`src/rtl/reg_writeback.sv`:
```
// Writeback stage: merges ALU results and buffered load results onto the single register file write port.
// Optional macro WB_FORWARD_EN enables write-to-read forwarding on the operand read path.
module reg_writeback #(
    parameter int DataWidth   = 16,
    parameter int NumRegs     = 16,
    parameter int AddrWidth   = $clog2(NumRegs),
    parameter int FifoDepth   = 2,
    parameter int StarveLimit = 4
) (
    input  logic                 clk,
    input  logic                 rst_n,
    input  logic                 alu_valid,
    output logic                 alu_ready,
    input  logic [AddrWidth-1:0] alu_addr,
    input  logic [DataWidth-1:0] alu_data,
    input  logic                 lsu_valid,
    output logic                 lsu_ready,
    input  logic [AddrWidth-1:0] lsu_addr,
    input  logic [DataWidth-1:0] lsu_data,
    output logic                 lsu_pending,
    output logic                 wb_en,
    output logic [AddrWidth-1:0] wb_addr,
    output logic [DataWidth-1:0] wb_data,
    input  logic [AddrWidth-1:0] rd_addr1,
    input  logic [AddrWidth-1:0] rd_addr2,
    input  logic [DataWidth-1:0] rf_out1,
    input  logic [DataWidth-1:0] rf_out2,
    output logic [DataWidth-1:0] op1,
    output logic [DataWidth-1:0] op2
);

    localparam int PtrW = $clog2(FifoDepth);
    localparam int CntW = PtrW + 1;
    localparam int SW   = $clog2(StarveLimit + 1);

    logic [AddrWidth-1:0] fifo_addr [FifoDepth];
    logic [DataWidth-1:0] fifo_data [FifoDepth];
    logic [PtrW-1:0]      rd_ptr;
    logic [PtrW-1:0]      wr_ptr;
    logic [CntW-1:0]      count;
    logic [SW-1:0]        starve_cnt;

    logic empty;
    logic full;
    logic starved;
    logic sel_alu;
    logic push;
    logic pop;

    assign empty   = (count == '0);
    assign full    = (count == CntW'(FifoDepth));
    assign starved = (starve_cnt == SW'(StarveLimit));

    // ALU wins unless loads are waiting and it has already won StarveLimit times in a row.
    assign alu_ready   = empty || !starved;
    assign lsu_ready   = !full;
    assign lsu_pending = !empty;

    assign sel_alu = alu_valid && alu_ready;
    assign push    = lsu_valid && lsu_ready;
    assign pop     = !empty && !sel_alu;

    always_ff @(posedge clk) begin
        if (push) begin
            fifo_addr[wr_ptr] <= lsu_addr;
            fifo_data[wr_ptr] <= lsu_data;
        end
    end

    always_ff @(posedge clk or negedge rst_n) begin
        if (!rst_n) begin
            rd_ptr     <= '0;
            wr_ptr     <= '0;
            count      <= '0;
            starve_cnt <= '0;
        end else begin
            if (push) begin
                wr_ptr <= wr_ptr + 1'b1;
            end
            if (pop) begin
                rd_ptr <= rd_ptr + 1'b1;
            end
            case ({push, pop})
                2'b10:   count <= count + 1'b1;
                2'b01:   count <= count - 1'b1;
                default: count <= count;
            endcase
            if (empty || pop) begin
                starve_cnt <= '0;
            end else if (sel_alu && !starved) begin
                starve_cnt <= starve_cnt + 1'b1;
            end
        end
    end

    // Address and data hold their last value when no write is issued.
    always_ff @(posedge clk or negedge rst_n) begin
        if (!rst_n) begin
            wb_en   <= 1'b0;
            wb_addr <= '0;
            wb_data <= '0;
        end else if (sel_alu) begin
            wb_en   <= 1'b1;
            wb_addr <= alu_addr;
            wb_data <= alu_data;
        end else if (pop) begin
            wb_en   <= 1'b1;
            wb_addr <= fifo_addr[rd_ptr];
            wb_data <= fifo_data[rd_ptr];
        end else begin
            wb_en   <= 1'b0;
        end
    end

`ifdef WB_FORWARD_EN
    // The register file returns the old value on a same-cycle read/write, so bypass the write.
    assign op1 = (wb_en && (wb_addr == rd_addr1)) ? wb_data : rf_out1;
    assign op2 = (wb_en && (wb_addr == rd_addr2)) ? wb_data : rf_out2;
`else
    logic unused_rd;
    assign unused_rd = ^{rd_addr1, rd_addr2};
    assign op1 = rf_out1;
    assign op2 = rf_out2;
`endif

endmodule
```
`config.mk`:
```
export PLATFORM = sky130hd
export DESIGN_NAME = reg_writeback
export DESIGN_NICKNAME = d
export VERILOG_FILES = /design/src/rtl/reg_writeback.sv
export SDC_FILE = /design/constraint.sdc
export NUM_CORES = 1
export LEC_CHECK = 0
export BUFFER_PORTS_ARGS = -buffer_cell sky130_fd_sc_hd__buf_2
export CAP_MARGIN = 30
export CORE_ASPECT_RATIO = 0.8
export CORE_MARGIN = 10
export CORE_UTILIZATION = 40
export CTS_CLUSTER_DIAMETER = 60
export DETAILED_ROUTE_END_ITERATION = 8
export PLACE_DENSITY = 0.71
export SETUP_SLACK_MARGIN = 0.4
export SYNTH_ARGS = -nofsm -noshare
export SYNTH_HDL_FRONTEND = slang
export SYNTH_SLANG_ARGS = --single-unit
```
`constraint.sdc`:
```
create_clock -name clk -period 4 [get_ports clk]
set_input_delay 0.8 -clock clk [delete_from_list [all_inputs] [get_ports clk]]
set_output_delay 0.8 -clock clk [all_outputs]
set_load 0.01 [all_outputs]
```
==> results.json, run 1 <==
{
  "cts-htree-levels": 3,
  "drv_cap": 0,
  "setup_violations": 0,
  "rsz0062_at_grt": "no",
  "cts-resized-gates": 0,
  "synth_fa_ha_area_share_pct": 1.31,
  "cp-end-kind": "output pin",
  "setup_slack_ns": 1.92,
  "wl_mm": 6.46,
  "synth_top_area_share_pct": 41.9,
  "max_freq_mhz": 481,
  "synth-xor-area-share_pct": 1.83,
  "nFillCells": 614,
  "status": "finished, final reports clean",
  "ios": 140,
  "synth_ff_type": "edfxtp_1",
  "hold_path_class": "reg -> reg",
  "core_area_sq_mm": 0.00693,
  "pre_cts_slack_ns": 1.57,
  "gr-total-overflow": 0,
  "seq_area_frac_synth_pct": 66.4,
  "hold_buffers": 0,
  "cts.clk_slew.worst_paths_ns": 0.06,
  "netlist_instances": 200,
  "min_period_over_period_pct": 52.0,
  "dieHeight_um": 95.7,
  "final_area_sq_mm": 0.00323,
  "detail_route.vias_per_cell": 5.12,
  "syn_to_final_growth_pct": 12.8,
  "fin_tns_setup_ns": 0,
  "fin_skew_ns": 0.00732,
  "cts_buffers": 9,
  "relSlewSlack_pct": 34.8,
  "syn_area_per_cell_sq_um": 14.3,
  "place_congestion": 0.689,
  "grt_pass1_vias": 1882,
  "synth_fp_nets": 287,
  "finalHoldViolations": 0,
  "synth_area_sq_mm": 0.00287,
  "synth_compound_area_share_pct": 10.3,
  "placed_cells": 315,
  "synthMuxAreaShare_pct": 6.99,
  "synthSimpleGateAreaFrac_pct": 2.10,
  "nets": 326,
  "drc": 0,
  "drive_gt1_share_pct": 36.1,
  "synth.yosys.warnings": 0,
  "required_ns": 3.20,
  "cts_root_buffer": "clkbuf_8",
  "wl_per_cell_um": 19.5,
  "grt_antenna_before_repair": 0,
  "synth.distinct_cells": 22,
  "cp.arrival_ns": 1.28,
  "cts_tree": "yes",
  "power.leakage_nw": 1.34,
  "place_hpwl_mm": 4.47,
  "path_class": "reg -> out",
  "cp-start-kind": "flop",
  "clockBufferDepth": 2,
  "grt_use_total_pct": 11.7,
  "postCtsSetupBuffers": 0,
  "cts.sinks": 68,
  "die_w_um": 115,
  "drt_iter0_markers": 59,
  "mostFrequentLayoutCell": "buf_2",
  "design.die.area_sq_mm": 0.0110,
  "final_cell_mix": "67 x buf_2, 40 x edfxtp_1, 28 x dfrtp_1",
  "grt_pass1_wl_mm": 9.80,
  "synthTopCellsByArea": "edfxtp_1 42%, dfrtp_1 24%, buf_4 8.6%",
  "yosysTopAreaCell": "edfxtp_1",
  "fin_crit_ns": 2.08,
  "power.density_mw_per_mm2": 672,
  "num_antenna_cells": 0,
  "placed_cell_area_sq_mm": 0.00307,
  "dr.pass1.iters": 4,
  "tightest_slew_ns": 0.977,
  "synth_top_family_by_area": "buffers and inverters",
  "async_flop_share_pct": 41.2,
  "stdcell_count": 331,
  "synth-seq-cells": 68,
  "io_buffers": 67,
  "synth_edf_count": 40,
  "initial_utilization_pct": 41.4,
  "rows": 27,
  "crit_fanout": 6,
  "drtAntennaViolNets": 0,
  "report.final.slew_viol_count": 0,
  "clk_latency_ns": 0.33,
  "vdd_drop_max_v": 0.000326,
  "grt_max_degree": 29,
  "num_vias": 1696
}
per-stage QoR:
| step | utilization, % | hold WS (ns) | total power, W |
|---|---|---|---|
| floorplan | - | 0.440 | 0.00149 |
| CTS | 46.7 | 0.490 | 0.00221 |
| detailed placement | 44.3 | 0.482 | 0.00173 |
| finish | 46.7 | 0.480 | 0.00217 |
| global placement | 43.9 | 0.456 | 0.00168 |
| global route | 46.7 | 0.524 | 0.00231 |
path summary, 6_finish.rpt:
kind,startpoint,end,slack [ns],depth (start not counted)
worst min-delay path,starve_cnt[0]$_DFFE_PN0P_,starve_cnt[0]$_DFFE_PN0P_,0.48,1
min in group asynchronous,rst_n,wb_data[11]$_DFFE_PN0P_,0.50,1
worst max-delay path,count[0]$_DFFE_PN0P_,lsu_pending,1.92,3
worst min register to register,starve_cnt[0]$_DFFE_PN0P_,starve_cnt[0]$_DFFE_PN0P_,0.48,1
worst max register to register,count[0]$_DFFE_PN0P_,fifo_data[1][5]$_DFFE_PP_,2.11,2
max in group asynchronous,rst_n,starve_cnt[1]$_DFFE_PN0P_,3.05,1
cell type report:
class | count | area, sq um | area share, %
sequential | 68 | 1900 | 58.8
multi-input combinational | 83 | 653 | 20.2
timing repair buffer | 72 | 388 | 12.0
clock buffer | 13 | 149 | 4.61
tap | 87 | 109 | 3.37
inverter | 5 | 18.8 | 0.580
clock inverter | 3 | 13.8 | 0.426
sequential cells by signal (all words and copies together) (netlist names):
| name | count |
|---|---|
| fifo_data | 32 |
| fifo_addr | 8 |
| wb_data | 16 |
| wb_addr | 4 |
| wb_en | 1 |
| wr_ptr | 1 |
| starve_cnt | 3 |
| rd_ptr | 1 |
| count | 2 |
per-layer routing:
layer	up-vias	share of wire [%]	GRT usage, %
li1	788	-	-
met1	822	42	13.1
met2	54	50	18.9
met3	32	6.4	5.47
met4	0	2.2	5.10
met5	-	0	0
power by group:
group,internal (W),switching [W]
logic,0.000267,0.000332
registers,0.000965,0.000135
clock network,0.000239,0.000235
total,0.00147,0.000702
cell families after synthesis:
logic type,Yosys count
compound gates,42
xor+xnor,6
fa+ha+maj,3
buf+inv,49
flops,68
mux,20
simple gates,12
cells in the mapped netlist (2+ instances only):
cell type   n
a32oi_1    20
buf_2       8
buf_4      33
clkbuf_1    3
dfrtp_1    28
edfxtp_1   40
ha_1        3
inv_1       5
mux2i_1    20
nand2_1     3
nor2_1      2
nor3_1      3
o21ai_0    10
o21ai_1    10
xnor2_1     5
worst max-delay path, stage by stage, from the launching register on:
cell and delay (ns):
dfrtp_1 0.48, nor2_2 0.26, inv_1 0.06, buf_2 0.14
(Power assumes the default switching activity.)
==> inputs of run 2 (changes only) <==
--- a/config.mk
+++ b/config.mk
@@ -12,7 +12,7 @@
 export CORE_UTILIZATION = 40
 export CTS_CLUSTER_DIAMETER = 60
 export DETAILED_ROUTE_END_ITERATION = 8
-export PLACE_DENSITY = 0.71
+export PLACE_DENSITY = 0.74
 export SETUP_SLACK_MARGIN = 0.4
 export SYNTH_ARGS = -nofsm -noshare
 export SYNTH_HDL_FRONTEND = slang
==> constraint.sdc (replaced) <==
create_clock -name clk -period 1.8 [get_ports clk]
set_input_delay 0.36 -clock clk [delete_from_list [all_inputs] [get_ports clk]]
set_output_delay 0.36 -clock clk [all_outputs]
set_load 0.01 [all_outputs]
==> results.json, run 2 (synthesis results as in run 1) <==
{
  "die_w_um": 115,
  "clockBufferDepth": 2,
  "fin_crit_ns": 1.56,
  "drt_iter0_markers": 75,
  "power_frac_clock_pct": 19.7,
  "cp_num_buf_inv": 2,
  "power.leakage_nw": 1.60,
  "initial_utilization_pct": 41.4,
  "p_int_w": 0.00400,
  "grt_pass1_wl_mm": 10.8,
  "tightest_slew_ns": 0.701,
  "setup_violations": 0,
  "grt_max_degree": 29,
  "grt_pass1_vias": 1988,
  "fin_skew_ns": 0.0143,
  "design.die.area_sq_mm": 0.0110,
  "hold_path_class": "in -> async",
  "max_freq_mhz": 641,
  "drtAntennaViolNets": 0,
  "detail_route.vias_per_cell": 5.12,
  "slowest_stage": "dfrtp_1",
  "place_hpwl_mm": 4.46,
  "ios": 140,
  "largest_register_ffs": 32,
  "report.final.slew_viol_count": 0,
  "place_congestion": 0.777,
  "mostFrequentLayoutCell": "buf_2",
  "cp.arrival_ns": 1.20,
  "gr-total-overflow": 0,
  "hold_buffers": 0,
  "drv_cap": 0,
  "vdd_drop_max_v": 0.000614,
  "rows": 27,
  "crit_family": "flip-flops",
  "num_vias": 1850,
  "status": "finished, final reports clean",
  "slowest_delay_ns": 0.40,
  "p_comb_share_pct": 39.9,
  "cts_tree": "yes",
  "cts.clk_slew.worst_paths_ns": 0.08,
  "io_buffers": 67,
  "reg_top3": "fifo_data (32), wb_data (16), fifo_addr (8)",
  "cp-start-kind": "flop",
  "nFillCells": 517,
  "rsz0062_at_grt": "yes",
  "num_antenna_cells": 0,
  "wl_per_cell_um": 20.9,
  "nets": 356,
  "core_area_sq_mm": 0.00693,
  "required_ns": 1.44,
  "cp-end-kind": "output pin",
  "wl_mm": 7.53,
  "clk_latency_ns": 0.33,
  "relSlewSlack_pct": 53.3,
  "dr.pass1.iters": 4,
  "p_seq_share_pct": 40.4,
  "cts-htree-levels": 3,
  "crit_chain": "inv_2 > ha_4 > o211ai_4 > buf_2",
  "dieHeight_um": 95.7,
  "p_switching_w": 0.00190,
  "min_period_over_period_pct": 86.7,
  "fin_tns_setup_ns": 0,
  "p_sw_share_pct": 32.1,
  "whs_ns": 0.0641,
  "drc": 0,
  "cts_root_buffer": "clkbuf_8",
  "drive_gt1_share_pct": 52.2,
  "power.density_mw_per_mm2": 1530,
  "crit_fanout": 2,
  "regMostFlops": "fifo_data",
  "cts.sinks": 68,
  "cts_buffers": 9,
  "path_class": "reg -> out",
  "grt_antenna_before_repair": 0,
  "final_cell_mix": "65 x buf_2, 40 x edfxtp_1, 26 x dfrtp_1",
  "grt_use_total_pct": 12.9,
  "finalHoldViolations": 0,
  "syn_to_final_growth_pct": 34.4
}
run 2: cell types whose count changed in the layout (fill, tap and decap cells not counted), sizes merged:
cell	previous run	this run
clkinv	3	2
buf	72	100
bufinv	0	1
clkbuf	13	15
run 2: final timing paths:
| kind | start | endpoint | slack, ns | cells after the start |
|---|---|---|---|---|
| setup / recovery | starve_cnt[0]$_DFFE_PN0P_ | alu_ready | 0.24 | 4 |
| hold / removal | rst_n | wb_en$_DFF_PN0_ | 0.06 | 1 |
| setup reg to reg | starve_cnt[0]$_DFFE_PN0P_ | wb_data[2]$_DFFE_PN0P_ | 0.24 | 8 |
| hold reg to reg | wb_data[6]$_DFFE_PN0P_ | wb_data[6]$_DFFE_PN0P_ | 0.50 | 2 |
| max in group asynchronous | rst_n | count[0]$_DFFE_PN0P_ | 1.23 | 1 |
| min in group clk | lsu_data[7] | fifo_data[1][7]$_DFFE_PP_ | 0.22 | 1 |
run 2: area by class of cell:
type	count	area (sq um)	area share (%)
clock inverters	3	40.0	1.04
clock buffers	13	139	3.61
repair buffers	102	816	21.2
flip-flops and latches	68	1900	49.4
well taps	87	109	2.83
inverters	5	18.8	0.487
multi-input cells	83	825	21.4
run 2: power groups by stage:
stage / Sequential (W) / Combinational [W] / Clock (W)
after detailed placement: 0.00240 / 0.00158 / 0
after global placement: 0.00239 / 0.00153 / 0
after floorplan: 0.00243 / 0.00102 / 0
final: 0.00238 / 0.00235 / 0.00116
after CTS: 0.00234 / 0.00211 / 0.00119
after global routing: 0.00242 / 0.00253 / 0.00127
run 2: per-stage QoR:
stage / setup WS, ns / utilization (%) / cells / area [sq um] / total power, W
4_1_cts: 0.185 / 52.1 / 353 / 3610 / 0.00564
2_1_floorplan: 0.240 / - / 200 / 2930 / 0.00345
3_3_place_gp: 0.337 / 45.7 / 319 / 3160 / 0.00392
5_1_grt: 0.181 / 55.6 / 361 / 3850 / 0.00623
6_report: 0.239 / 55.6 / 361 / 3850 / 0.00590
3_5_place_dp: 0.305 / 45.7 / 319 / 3160 / 0.00397
run 2: per-layer routing:
layer | vias to the layer above | track usage, % | share of wire [%]
met5 | - | 0 | 0
met4 | 0 | 8.02 | 4.0
met3 | 37 | 4.48 | 6.6
met2 | 57 | 20.6 | 49
met1 | 896 | 14.7 | 40
li1 | 860 | - | -
run 2: repair_timing:
| item | 4_1_cts | 5_1_grt |
|---|---|---|
| setup endpoints to repair | 60 | 69 |
| gates cloned | 4 | 3 |
| buffers inserted | 14 | 5 |
| gates resized for setup | 20 | 39 |
| pin swaps | 6 | 20 |
